[config.mk]
export PLATFORM = sky130hd
export DESIGN_NAME = mult_share_arbiter
export DESIGN_NICKNAME = d
export VERILOG_FILES = /design/src/rtl/mult_share_arbiter.sv
export SDC_FILE = /design/constraint.sdc
export NUM_CORES = 1
export LEC_CHECK = 0
export ABC_AREA = 1
export ABC_CLOCK_PERIOD_IN_PS = 6250
export CAP_MARGIN = 20
export CORE_MARGIN = 3
export CORE_UTILIZATION = 50
export DETAILED_ROUTE_END_ITERATION = 16
export GPL_ROUTABILITY_DRIVEN = 1
export GPL_TIMING_DRIVEN = 1
export MAX_ROUTING_LAYER = met4
export PLACE_DENSITY_LB_ADDON = 0.3
export SYNTH_ARGS = -nofsm -noshare
export SYNTH_HDL_FRONTEND = slang
export SYNTH_SLANG_ARGS = --single-unit
[constraint.sdc]
create_clock -name clk -period 6.25 [get_ports clk]
set_clock_uncertainty 0.2 [all_clocks]
set_input_delay 0.9375 -clock clk [delete_from_list [all_inputs] [get_ports clk]]
set_output_delay 0.9375 -clock clk [all_outputs]
set_load 0.05 [all_outputs]
[src/rtl/mult_share_arbiter.sv]
// mult_share_arbiter
// Round-robin sharing of one signed 8x8 radix-4 Booth multiplier among
// N_REQ requesters. Stage 1 registers the granted operands, stage 2
// registers the product together with the owning requester index.
module mult_share_arbiter #(
   parameter int N_REQ = 4,
   parameter int ID_W  = 2
) (
   input  logic               clk,
   input  logic               rst,
   input  logic [N_REQ-1:0]   i_req_valid,
   output logic [N_REQ-1:0]   o_req_ready,
   input  logic [N_REQ*8-1:0] i_req_m,
   input  logic [N_REQ*8-1:0] i_req_q,
   output logic               o_res_valid,
   input  logic               i_res_ready,
   output logic [ID_W-1:0]    o_res_id,
   output logic [15:0]        o_res_product,
   output logic               o_busy
);

   genvar gi;

   // Stage 1: operand register
   logic            r_s1_valid;
   logic [7:0]      r_s1_m;
   logic [7:0]      r_s1_q;
   logic [ID_W-1:0] r_s1_id;

   // Stage 2: result register
   logic            r_res_valid;
   logic [15:0]     r_res_product;
   logic [ID_W-1:0] r_res_id;

   // Round-robin search start
   logic [ID_W-1:0] r_rr_ptr;

   logic            w_s2_load;
   logic            w_s1_can_load;
   logic            w_grant_any;
   logic [ID_W-1:0] w_grant_id;
   logic [N_REQ-1:0] w_grant;
   logic            w_hs;
   logic [ID_W-1:0] w_ptr_next;
   logic [7:0]      w_m_arr [N_REQ];
   logic [7:0]      w_q_arr [N_REQ];
   logic [15:0]     w_m_ext;
   logic [8:0]      w_q_ext;
   logic [15:0]     w_pp [4];
   logic [15:0]     w_product;

   // Stage 2 takes stage 1 whenever the result slot is empty or being drained;
   // stage 1 can take new operands when empty or emptying this cycle.
   assign w_s2_load     = r_s1_valid & (~r_res_valid | i_res_ready);
   assign w_s1_can_load = ~r_s1_valid | w_s2_load;

   // First valid requester searching upward from the pointer, wrapping at N_REQ
   always_comb begin
      w_grant_any = 1'b0;
      w_grant_id  = '0;
      for (int k = 0; k < N_REQ; k++) begin
         if (!w_grant_any && i_req_valid[(int'(r_rr_ptr) + k) % N_REQ]) begin
            w_grant_any = 1'b1;
            w_grant_id  = ID_W'((int'(r_rr_ptr) + k) % N_REQ);
         end
      end
   end

   assign w_grant     = w_grant_any ? (N_REQ'(1) << w_grant_id) : '0;
   // Ready is held low while reset is asserted so nothing looks accepted then.
   assign o_req_ready = w_grant & {N_REQ{w_s1_can_load & ~rst}};
   assign w_hs        = w_grant_any & w_s1_can_load;
   assign w_ptr_next  = (w_grant_id == ID_W'(N_REQ - 1)) ? '0 : w_grant_id + 1'b1;

   generate
      for (gi = 0; gi < N_REQ; gi++) begin : g_ops
         assign w_m_arr[gi] = i_req_m[8*gi +: 8];
         assign w_q_arr[gi] = i_req_q[8*gi +: 8];
      end
   endgenerate

   // Booth recoding: the multiplier gets an implicit zero below its LSB, each
   // overlapping 3-bit window selects a digit in {-2,-1,0,+1,+2}. All partial
   // products are formed at 16 bits, so -128*-128 and friends come out exact.
   assign w_m_ext = {{8{r_s1_m[7]}}, r_s1_m};
   assign w_q_ext = {r_s1_q, 1'b0};

   generate
      for (gi = 0; gi < 4; gi++) begin : g_booth
         logic [15:0] w_raw;
         // Select the partial product for this Booth digit
         always_comb begin
            case (w_q_ext[2*gi+2 -: 3])
               3'b001, 3'b010: w_raw = w_m_ext;
               3'b011:         w_raw = w_m_ext << 1;
               3'b100:         w_raw = -(w_m_ext << 1);
               3'b101, 3'b110: w_raw = -w_m_ext;
               default:        w_raw = '0;
            endcase
         end
         assign w_pp[gi] = w_raw << (2 * gi);
      end
   endgenerate

   assign w_product = w_pp[0] + w_pp[1] + w_pp[2] + w_pp[3];

   // Stage 1: load on handshake, otherwise empty when its content moves on
   always_ff @(posedge clk or posedge rst) begin
      if (rst) begin
         r_s1_valid <= 1'b0;
         r_s1_m     <= '0;
         r_s1_q     <= '0;
         r_s1_id    <= '0;
      end else if (w_hs) begin
         r_s1_valid <= 1'b1;
         r_s1_m     <= w_m_arr[w_grant_id];
         r_s1_q     <= w_q_arr[w_grant_id];
         r_s1_id    <= w_grant_id;
      end else if (w_s2_load) begin
         r_s1_valid <= 1'b0;
      end
   end

   // Stage 2: capture product and tag, or go empty once the consumer takes it
   always_ff @(posedge clk or posedge rst) begin
      if (rst) begin
         r_res_valid   <= 1'b0;
         r_res_product <= '0;
         r_res_id      <= '0;
      end else if (w_s2_load) begin
         r_res_valid   <= 1'b1;
         r_res_product <= w_product;
         r_res_id      <= r_s1_id;
      end else if (i_res_ready) begin
         r_res_valid   <= 1'b0;
      end
   end

   // Pointer moves past the requester that was just served
   always_ff @(posedge clk or posedge rst) begin
      if (rst) begin
         r_rr_ptr <= '0;
      end else if (w_hs) begin
         r_rr_ptr <= w_ptr_next;
      end
   end

   assign o_res_valid   = r_res_valid;
   assign o_res_product = r_res_product;
   assign o_res_id      = r_res_id;
   assign o_busy        = r_s1_valid | r_res_valid;

endmodule

Word-level counts from Yosys, hierarchy flattened
Index checks and enable logic that the tools add are counted.
W data, S select, Z words.

cells by class
  reductions and logical operators = 17
  order comparisons = 5
  equality and inequality tests = 22
  bitwise logic cells = 14
  shifts and indexed selects = 1
  add/subtract/negate cells = 9
  mux-type cells = 35

operators by type and width
  cell                   count
  $pmux W14 S4           1
  $add A16 B16 Y16       3
  $pmux W12 S4           1
  $pmux W16 S3           1
  $pmux W10 S4           1
  $bmux W8 S2            2
  $mux W8                4
  $neg A16 Y16           2
  $eq A3 B3 Y1 const B   9
  $eq A3 B2 Y1 const B   6
  $reduce_or A2 Y1       9
  $mux W1                15
  $lt A3 B4 Y1 const B   3
  $mux W2                5
  $eq A3 B1 Y1 const B   3
  $bmux W1 S2            4
  $eq A2 B2 Y1 const B   3
  $add A2 B1 Y2 const B  2
  $add A2 B2 Y2 const B  2
  $and A4 B4 Y4          1
  $mux W4                1
  $reduce_bool A2 Y1     2
  $shl A1 B2 Y4 const A  1
  $and A1 B1 Y1          3
  9 further kinds        19

word-level totals
  output and inout bits = 24
  register bits after elaboration = 40
  input port bits = 71

Logic depth before layout (Yosys ltp)
Gate-level depths: netlist of the first run.

  word-level depth = 18
  mapped depth = 27
  gate-level depth less buffers = 27

Least setup slack after synthesis of the first run
Ideal clock, no wire load.

  path kind = flip-flop to flip-flop
  from = reg r_s1_m[0]
  to = reg r_res_product[15] (netlist: o_res_product[15])
  period minus slack after synthesis = 4409 ps
  stages on the path, launching flop included = 27
  setup time = 118 ps
  data arrival time = 4091 ps
  required time = 5932 ps
  slack = 1841 ps
  path buffers = 0
  cells stage by stage = dfrtp_1 > inv_1 > ha_1 > nand2_1 > nor2_2 > inv_1 > nor2_1 > xor2_1 > o22ai_1 > a21oi_1 > o21ai_0 > fa_1 > inv_1 > fa_1 > inv_1 > ha_1 > nand2_1 > o21ai_0 > nand2_1 > nand3_1 > nand2_1 > inv_1 > nor2_1 > o21bai_1 > nand3_1 > nand3_1 > nand2_1

on the way
  cells in the longest elaborated chain, start to end = 5
  elaborated cells on any way between the ends = 9
  those cells by class = add/sub (5); mux (4)

RTL lines
  what                                          RTL line  source
  start: declaration                            26        logic [7:0] r_s1_m;
  start signal: assignment                      116       r_s1_m <= w_m_arr[w_grant_id];
  $neg A16 Y16, on equally long branches        97, 96
  $pmux W14 S4 or $pmux W16 S3 (tied branches)  93        case (w_q_ext[2*gi+2 -: 3])
  $add A16 B16 Y16 (2 in series)                105       assign w_product = w_pp[0] + w_pp[1] + w_pp[2] + w_pp[3];
  $add A16 B16 Y16 (*)                          105
  end signal: assignment                        132       r_res_product <= w_product;
  end: declaration                              32        logic [15:0] r_res_product;

Every way passes the cells marked *; elsewhere a longest branch is shown, timed or not.
A chain may end at the register's enable or synchronous reset.

Worst setup path in the final report of the first run
  from = in i_req_valid[3]
  to = out o_req_ready[3]

on the way
  cells in the longest elaborated chain, start to end = 15
  elaborated cells on any way between the ends = 28
  those cells by class = shift (1); mux (20); bitwise (1); reduce/logical (6)

RTL lines
  what                           RTL line  source
  start: declaration             11        input logic [N_REQ-1:0] i_req_valid,
  $bmux W1 S2                    62        if (!w_grant_any && i_req_valid[(int'(r_rr_ptr) + k) % N_REQ]) begin
  $mux W1 (not written as such)  62
  $mux W1                        62
  $logic_not A1 Y1               62
  $logic_and A1 B1 Y1            62
  $mux W1                        62
  $logic_not A1 Y1               62
  $logic_and A1 B1 Y1            62
  $mux W1                        62
  $logic_not A1 Y1               62
  $logic_and A1 B1 Y1            62
  $mux W2 (*)                    62
  via w_grant_id[0]              41        logic [ID_W-1:0] w_grant_id;
  $shl A1 B2 Y4 (*)              69        assign w_grant = w_grant_any ? (N_REQ'(1) << w_grant_id) : '0;
  $mux W4 (*)                    69
  $and A4 B4 Y4 (*)              71        assign o_req_ready = w_grant & {N_REQ{w_s1_can_load & ~rst}};
  end: declaration               12        output logic [N_REQ-1:0] o_req_ready,

Mark *: on every way through the listed nets, which the timed path passes. The rest lies on a longest branch. The select of a mux whose other input is x is not followed.

==> summary.md, run 1 <==
## Clock network
* **clock edge transition at the registers on the reported setup and hold paths** 0.09 ns
* **# hold bufs at CTS** 0
* **clock buffers created by TritonCTS** 5
* **clk_lat worst skew** 0.30 ns
* **# H-tree levels** 2
* **maximum root-to-sink buffer count** 2
* **Clock Root Buffer** clkbuf_8
* **CTS sink count** 40
* **Post-CTS Setup Repair Bufs** 0
* **TritonCTS clock tree** yes
* **Resized Gates After CTS** 0

## Worst setup path
* **CP Max Fanout** 52
* **launching element type of the critical path** input port
* **endpoint required time on the critical path** 5.11 ns
* **CP Capture Type** output pin
* **Crit Reg-Reg Startpoint** r_s1_m[1]$_DFFE_PP0P_
* **launch point of the critical path** i_req_valid[3]
* **path depth of the worst reg2reg path** 26
* **Critical Setup Path Class** input port to output pin
* **arrival time of data at the critical path endpoint** 4.20 ns

## STA
* **Max Slew Vio Count** 0
* **minimum clock period after layout** 5.33 ns
* **final critical-path setup slack** 0.916 ns
* **worst slew margin relative to its limit** 46.5%
* **post-route fraction of the period consumed by the critical path** 85.3%
* **maximum clock frequency** 187 MHz
* **final sum of negative setup slack** 0 ns
* **setup repair after global routing missed its margin** no
* **final setup violating endpoints** 0
* **slew at the pin closest to its max-slew limit** 0.796 ns
* **Hold Violations, Final** 0

## Drt
* **DRC** 0
* **number of antenna-violating nets in the routed design** 0
* **DR pass1 iterations** 6
* **routed length per instance** 14.7 um
* **Via density** 5.34
* **total detailed-routing wirelength** 13600 um
* **DRC violation total after the first TritonRoute iteration** 333
* **overall via count from detail_route** 4935

## Die
* **Core Footprint** 9240 sq um
* **number of placement rows** 35
* **number of top-level design ports** 95
* **die footprint** 10800 sq um
* **DIE WIDTH** 104 um
* **effective utilization at floorplan** 51.6%
* **Die Y** 104 um

## Hold path
* **Hold WC Path Type** register to register
* **WHS Path Cells** 2
* **worst hold start** o_res_product[4]$_DFFE_PP0P_

## Layout
* **cell area after layout** 5880 sq um
* **top library cells by usage in the layout, fill and taps aside** nand2_1 (190), inv_1 (134), clkdlybuf4s50_1 (94)
* **# diodes** 0
* **post-layout util** 63.7%
* **commonest non-fill, non-tap cell in the layout** nand2_1
* **# nets final** 908
* **Area Overhead vs Synth** 23.3%
* **layout cell share with drive strength beyond 1** 6.04%

## Synthesis
* **number of different library cells in the post-synthesis netlist** 45
* **nets in the synthesized netlist** 822
* **count of yosys warnings during synthesis** 0
* **Post-synth top flop** dfrtp_1
* **synthesized netlist cell count** 708
* **proportion of register bits with asynchronous set or reset after synthesis** 100%
* **number of flip-flops and latches in the synthesized netlist** 40
* **share of cell area taken by muxes after synthesis** 0%
* **Synth Area in Adders** 14.6%
* **simple-gate share of the synthesized area** 34.3%
* **number of enable-type register cells in the synthesized netlist** 0
* **post-synthesis instance area** 4770 sq um
* **dominant combinational cell family by area after synthesis** simple AND/OR/NAND/NOR gates
* **synthesized-area fraction occupied by ao, oa, aoi and oai cells** 15.8%
* **average cell area after synthesis** 6.74 sq um
* **synthesized-area fraction occupied by xor and xnor cells** 0.918%
* **post-synthesis sequential area ratio** 21.0%

## GRT
* **antenna violations before repair** 0
* **most heavily used metal layer in global routing** met2
* **Total Routing Usage GR** 26.2%
* **vias in the first global route** 4851
* **global-route congestion overflow total** 0
* **largest net degree at the start of global routing** 53
* **met1 GRT Util** 33.5%
* **met3 track demand over resource in global routing** 3.61%
* **wire length of the first global-routing pass** 22800 um
* **met2 Resource Use GR** 43.6%

## Outcome
* **result of the run** finished, final reports clean

## Placed design
* **Placed Instance Area** 5770 sq um
* **port buffer count** 94
* **HPWL Detailed** 11300 um
* **setup slack at placement** 0.929 ns
* **global placer's final weighted congestion** 1.04

## Job
* **Max Cap Violations** 0

[cell families after synthesis]
group,Yosys count
xor+xnor,5
fa+ha+maj,43
flops,40
simple gates,342
compound gates,124
buf+inv,154
[Yosys cell counts (8+ instances only)]
cell type / count / area [sq um]
nor2_1: 31 / 116
nand3_2: 16 / 160
o22ai_1: 21 / 131
a21oi_1: 28 / 140
dfrtp_1: 40 / 1000
or2_0: 9 / 56.3
ha_1: 22 / 275
inv_1: 134 / 503
fa_1: 21 / 420
o221ai_1: 8 / 70.1
nand3_1: 54 / 270
nand3b_1: 12 / 90.1
o21ai_0: 37 / 185
nand2_1: 190 / 713
[worst max-delay path, cell delays in order]
cell,delay [ns]
clkdlybuf4s50_1,0.48
inv_1,0.07
nand2_2,0.07
o21ai_2,0.07
nor2_1,0.16
a21oi_1,0.09
o211ai_2,0.50
nand2_4,0.38
inv_1,0.29
ha_1,0.21
nand3_1,0.07
inv_1,0.06
clkdlybuf4s50_1,0.80
[worst paths after layout]
check                      slack, ns                       endpoint
setup / recovery                0.92                 o_req_ready[3]
hold / removal                  0.29   o_res_product[4]$_DFFE_PP0P_
setup reg to reg                1.21  o_res_product[15]$_DFFE_PP0P_
hold reg to reg                 0.29   o_res_product[4]$_DFFE_PP0P_
max in group asynchronous       4.63          r_s1_m[0]$_DFFE_PP0P_
min in group asynchronous       0.86   o_res_product[4]$_DFFE_PP0P_
[sequential cells by signal (all words and copies together), names as in the netlist]
signal / cells
r_s1_q: 8
r_rr_ptr: 2
r_s1_valid: 1
o_res_product: 16
o_res_id: 2
o_res_valid: 1
r_s1_m: 8
r_s1_id: 2
[cell type report]
type	count	area, sq um
Fill cell	870	3360
Multi-Input combinational cell	514	3130
Sequential cell	40	1000
Timing Repair Buffer	96	956
Inverter	137	519
Tap cell	129	161
Clock buffer	5	68.8
Clock inverter	3	46.3
[routing by layer]
metal,vias to the layer above,part of all wire (%)
met5,-,0
met4,0,3.0
met3,41,6.8
met2,235,47
met1,2206,43
li1,2453,-
[through the flow]
step	hold slack (ns)	cells
finish	0.289	924
floorplan	0.243	708
global route	0.317	924
detailed placement	0.268	916
global placement	0.260	916
CTS	0.293	924
Power of run 1 is left out: the tool's default activity adds up to more than one toggle a clock period on the data nets, which glitch-free logic cannot reach.
==> run 2, diff against run 1 <==
--- a/config.mk
+++ b/config.mk
@@ -10,11 +10,13 @@
 export CAP_MARGIN = 20
 export CORE_MARGIN = 3
 export CORE_UTILIZATION = 50
+export CTS_CLUSTER_SIZE = 40
 export DETAILED_ROUTE_END_ITERATION = 16
 export GPL_ROUTABILITY_DRIVEN = 1
 export GPL_TIMING_DRIVEN = 1
 export MAX_ROUTING_LAYER = met4
 export PLACE_DENSITY_LB_ADDON = 0.3
+export SLEW_MARGIN = 40
 export SYNTH_ARGS = -nofsm -noshare
 export SYNTH_HDL_FRONTEND = slang
 export SYNTH_SLANG_ARGS = --single-unit
==> results of run 2 <==
The final DEF is identical to that of run 1; final timing and power are the same.
Power of run 2 is left out for the same reason.
==> run 3, diff against run 2 <==
--- a/config.mk
+++ b/config.mk
@@ -10,10 +10,11 @@
 export CAP_MARGIN = 20
 export CORE_MARGIN = 3
 export CORE_UTILIZATION = 50
+export CTS_CLUSTER_DIAMETER = 30
 export CTS_CLUSTER_SIZE = 40
 export DETAILED_ROUTE_END_ITERATION = 16
 export GPL_ROUTABILITY_DRIVEN = 1
-export GPL_TIMING_DRIVEN = 1
+export GPL_TIMING_DRIVEN = 0
 export MAX_ROUTING_LAYER = met4
 export PLACE_DENSITY_LB_ADDON = 0.3
 export SLEW_MARGIN = 40
==> run 3 against run 2 <==
Net effect: sequential share of layout area decreased by 0.36 points; first-iteration DRC count decreased by 0.30%; final area is 2.2% higher; sequential cell count is the same; worst hold slack got worse by 0.0029 ns; critical endpoint is now o_res_product[15]$_DFFE_PP0P_; register-to-register slack got worse by 0.33 ns; largest cell class unchanged; critical path type is now register to register; utilization up 1.4 points; final cell count rose by 1.7%; global-route usage is 0.50 points higher; count of clock-buffer cells in the layout unchanged; die area did not move; critical path depth grew 13.
==> summary.md, run 3 (synthesis results as in run 1) <==
## Clock network
* **clock edge transition at the registers on the reported setup and hold paths** 0.10 ns
* **clock buffers created by TritonCTS** 5
* **# hold bufs at CTS** 0
* **# H-tree levels** 2
* **Resized Gates After CTS** 0
* **maximum root-to-sink buffer count** 2
* **Post-CTS Setup Repair Bufs** 0
* **CTS sink count** 40
* **clk_lat worst skew** 0.31 ns
* **TritonCTS clock tree** yes
* **Clock Root Buffer** clkbuf_8

## GRT
* **antenna violations before repair** 0
* **Total Routing Usage GR** 26.7%
* **largest net degree at the start of global routing** 28
* **global-route congestion overflow total** 0
* **wire length of the first global-routing pass** 23300 um
* **vias in the first global route** 5010

## STA
* **Max Slew Vio Count** 0
* **final setup violating endpoints** 0
* **final sum of negative setup slack** 0 ns
* **slew at the pin closest to its max-slew limit** 0.803 ns
* **maximum clock frequency** 186 MHz
* **worst slew margin relative to its limit** 46.1%
* **post-route fraction of the period consumed by the critical path** 85.9%
* **Hold Violations, Final** 0
* **setup repair after global routing missed its margin** no
* **minimum clock period after layout** 5.37 ns

## Placed design
* **Inst Count DP** 932
* **global placer's final weighted congestion** 0.995
* **port buffer count** 94
* **HPWL Detailed** 11600 um
* **Placed Instance Area** 5890 sq um

## Drt
* **number of antenna-violating nets in the routed design** 0
* **DR pass1 iterations** 5
* **routed length per instance** 14.5 um
* **overall via count from detail_route** 4951
* **total detailed-routing wirelength** 13600 um
* **DRC violation total after the first TritonRoute iteration** 332
* **Via density** 5.27
* **DRC** 0

## Die
* **die footprint** 10800 sq um
* **Die Y** 104 um
* **DIE WIDTH** 104 um
* **number of top-level design ports** 95
* **number of placement rows** 35
* **Core Footprint** 9240 sq um
* **effective utilization at floorplan** 51.6%

## Worst setup path
* **Reg2Reg Setup Slack** 0.88 ns
* **endpoint required time on the critical path** 6.26 ns
* **Crit Reg-Reg Startpoint** r_s1_m[0]$_DFFE_PP0P_
* **CP Max Fanout** 8
* **worst reg2reg endpoint** o_res_product[15]$_DFFE_PP0P_
* **Critical Setup Path Class** register to register
* **arrival time of data at the critical path endpoint** 5.38 ns
* **path depth of the worst reg2reg path** 26
* **CP Capture Type** register
* **launching element type of the critical path** register

## Layout
* **max FFs per register** 16
* **final standard cell count with taps included and fillers excluded** 940
* **cell area after layout** 6010 sq um
* **# diodes** 0
* **Area Overhead vs Synth** 25.9%
* **post-layout util** 65.0%
* **# nets final** 924
* **top library cells by usage in the layout, fill and taps aside** nand2_1 (190), inv_1 (133), clkdlybuf4s50_1 (94)
* **layout cell share with drive strength beyond 1** 7.27%
* **commonest non-fill, non-tap cell in the layout** nand2_1

## Hold path
* **sink of the worst hold path** o_res_id[1]$_DFFE_PP0P_
* **worst hold start** o_res_id[1]$_DFFE_PP0P_
* **WHS Path Cells** 2
* **Hold WC Path Type** register to register

## Job
* **Max Cap Violations** 0

## Outcome
* **result of the run** finished, final reports clean

-- run 3: layout make-up --
| type | instances | area (sq um) |
|---|---|---|
| fillers | 803 | 3230 |
| multi-input cells | 514 | 3130 |
| flip-flops and latches | 40 | 1000 |
| repair buffers | 95 | 961 |
| inverters | 137 | 519 |
| well taps | 129 | 161 |
| plain buffers | 17 | 123 |
| clock buffers | 5 | 68.8 |
| clock inverters | 3 | 46.3 |
-- run 3: worst max-delay path, stage by stage (launching register included) --
cell and delay, ns:
dfrtp_1 0.50, inv_1 0.18, ha_1 0.23, nand2_1 0.10, nor2_2 0.17, inv_1 0.06
nor2_1 0.12, xor2_1 0.57, o22ai_1 0.13, a21oi_1 0.16, o21ai_0 0.13, fa_1 0.56
inv_1 0.06, fa_1 0.54, inv_1 0.04, ha_1 0.34, nand2_1 0.09, o21ai_0 0.31
nand2_1 0.10, nand3_1 0.12, nand2_1 0.06, inv_1 0.07, nor2_1 0.04, o21bai_1 0.15
nand3_1 0.09, nand3_1 0.09, nand2_1 0.05
-- run 3: layer usage --
metal  share of wire (%)  global-route usage, %
met1                  44                   33.6
met2                  48                   45.8
met3                 5.1                   2.62
met4                 2.6                   7.79
met5                   0                      -
-- run 3: metrics by stage --
| stage | hold WS, ns | setup WS [ns] |
|---|---|---|
| floorplan | 0.243 | 1.84 |
| global placement | 0.264 | 1.06 |
| detailed placement | 0.268 | 0.949 |
| CTS | 0.294 | 0.944 |
| global route | 0.329 | 0.411 |
| finish | 0.286 | 0.881 |
-- run 3: worst max path at each step --
stage                                from                       endpoint  slack, ns
finish              r_s1_m[0]$_DFFE_PP0P_  o_res_product[15]$_DFFE_PP0P_       0.88
global route        r_s1_m[0]$_DFFE_PP0P_  o_res_product[15]$_DFFE_PP0P_       0.41
CTS                 r_s1_m[0]$_DFFE_PP0P_  o_res_product[15]$_DFFE_PP0P_       0.94
detailed placement  r_s1_m[0]$_DFFE_PP0P_  o_res_product[15]$_DFFE_PP0P_       0.95
global placement    r_s1_m[0]$_DFFE_PP0P_  o_res_product[15]$_DFFE_PP0P_       1.06
floorplan           r_s1_m[0]$_DFFE_PP0P_  o_res_product[15]$_DFFE_PP0P_       1.84
Power of run 3 is left out for the same reason.
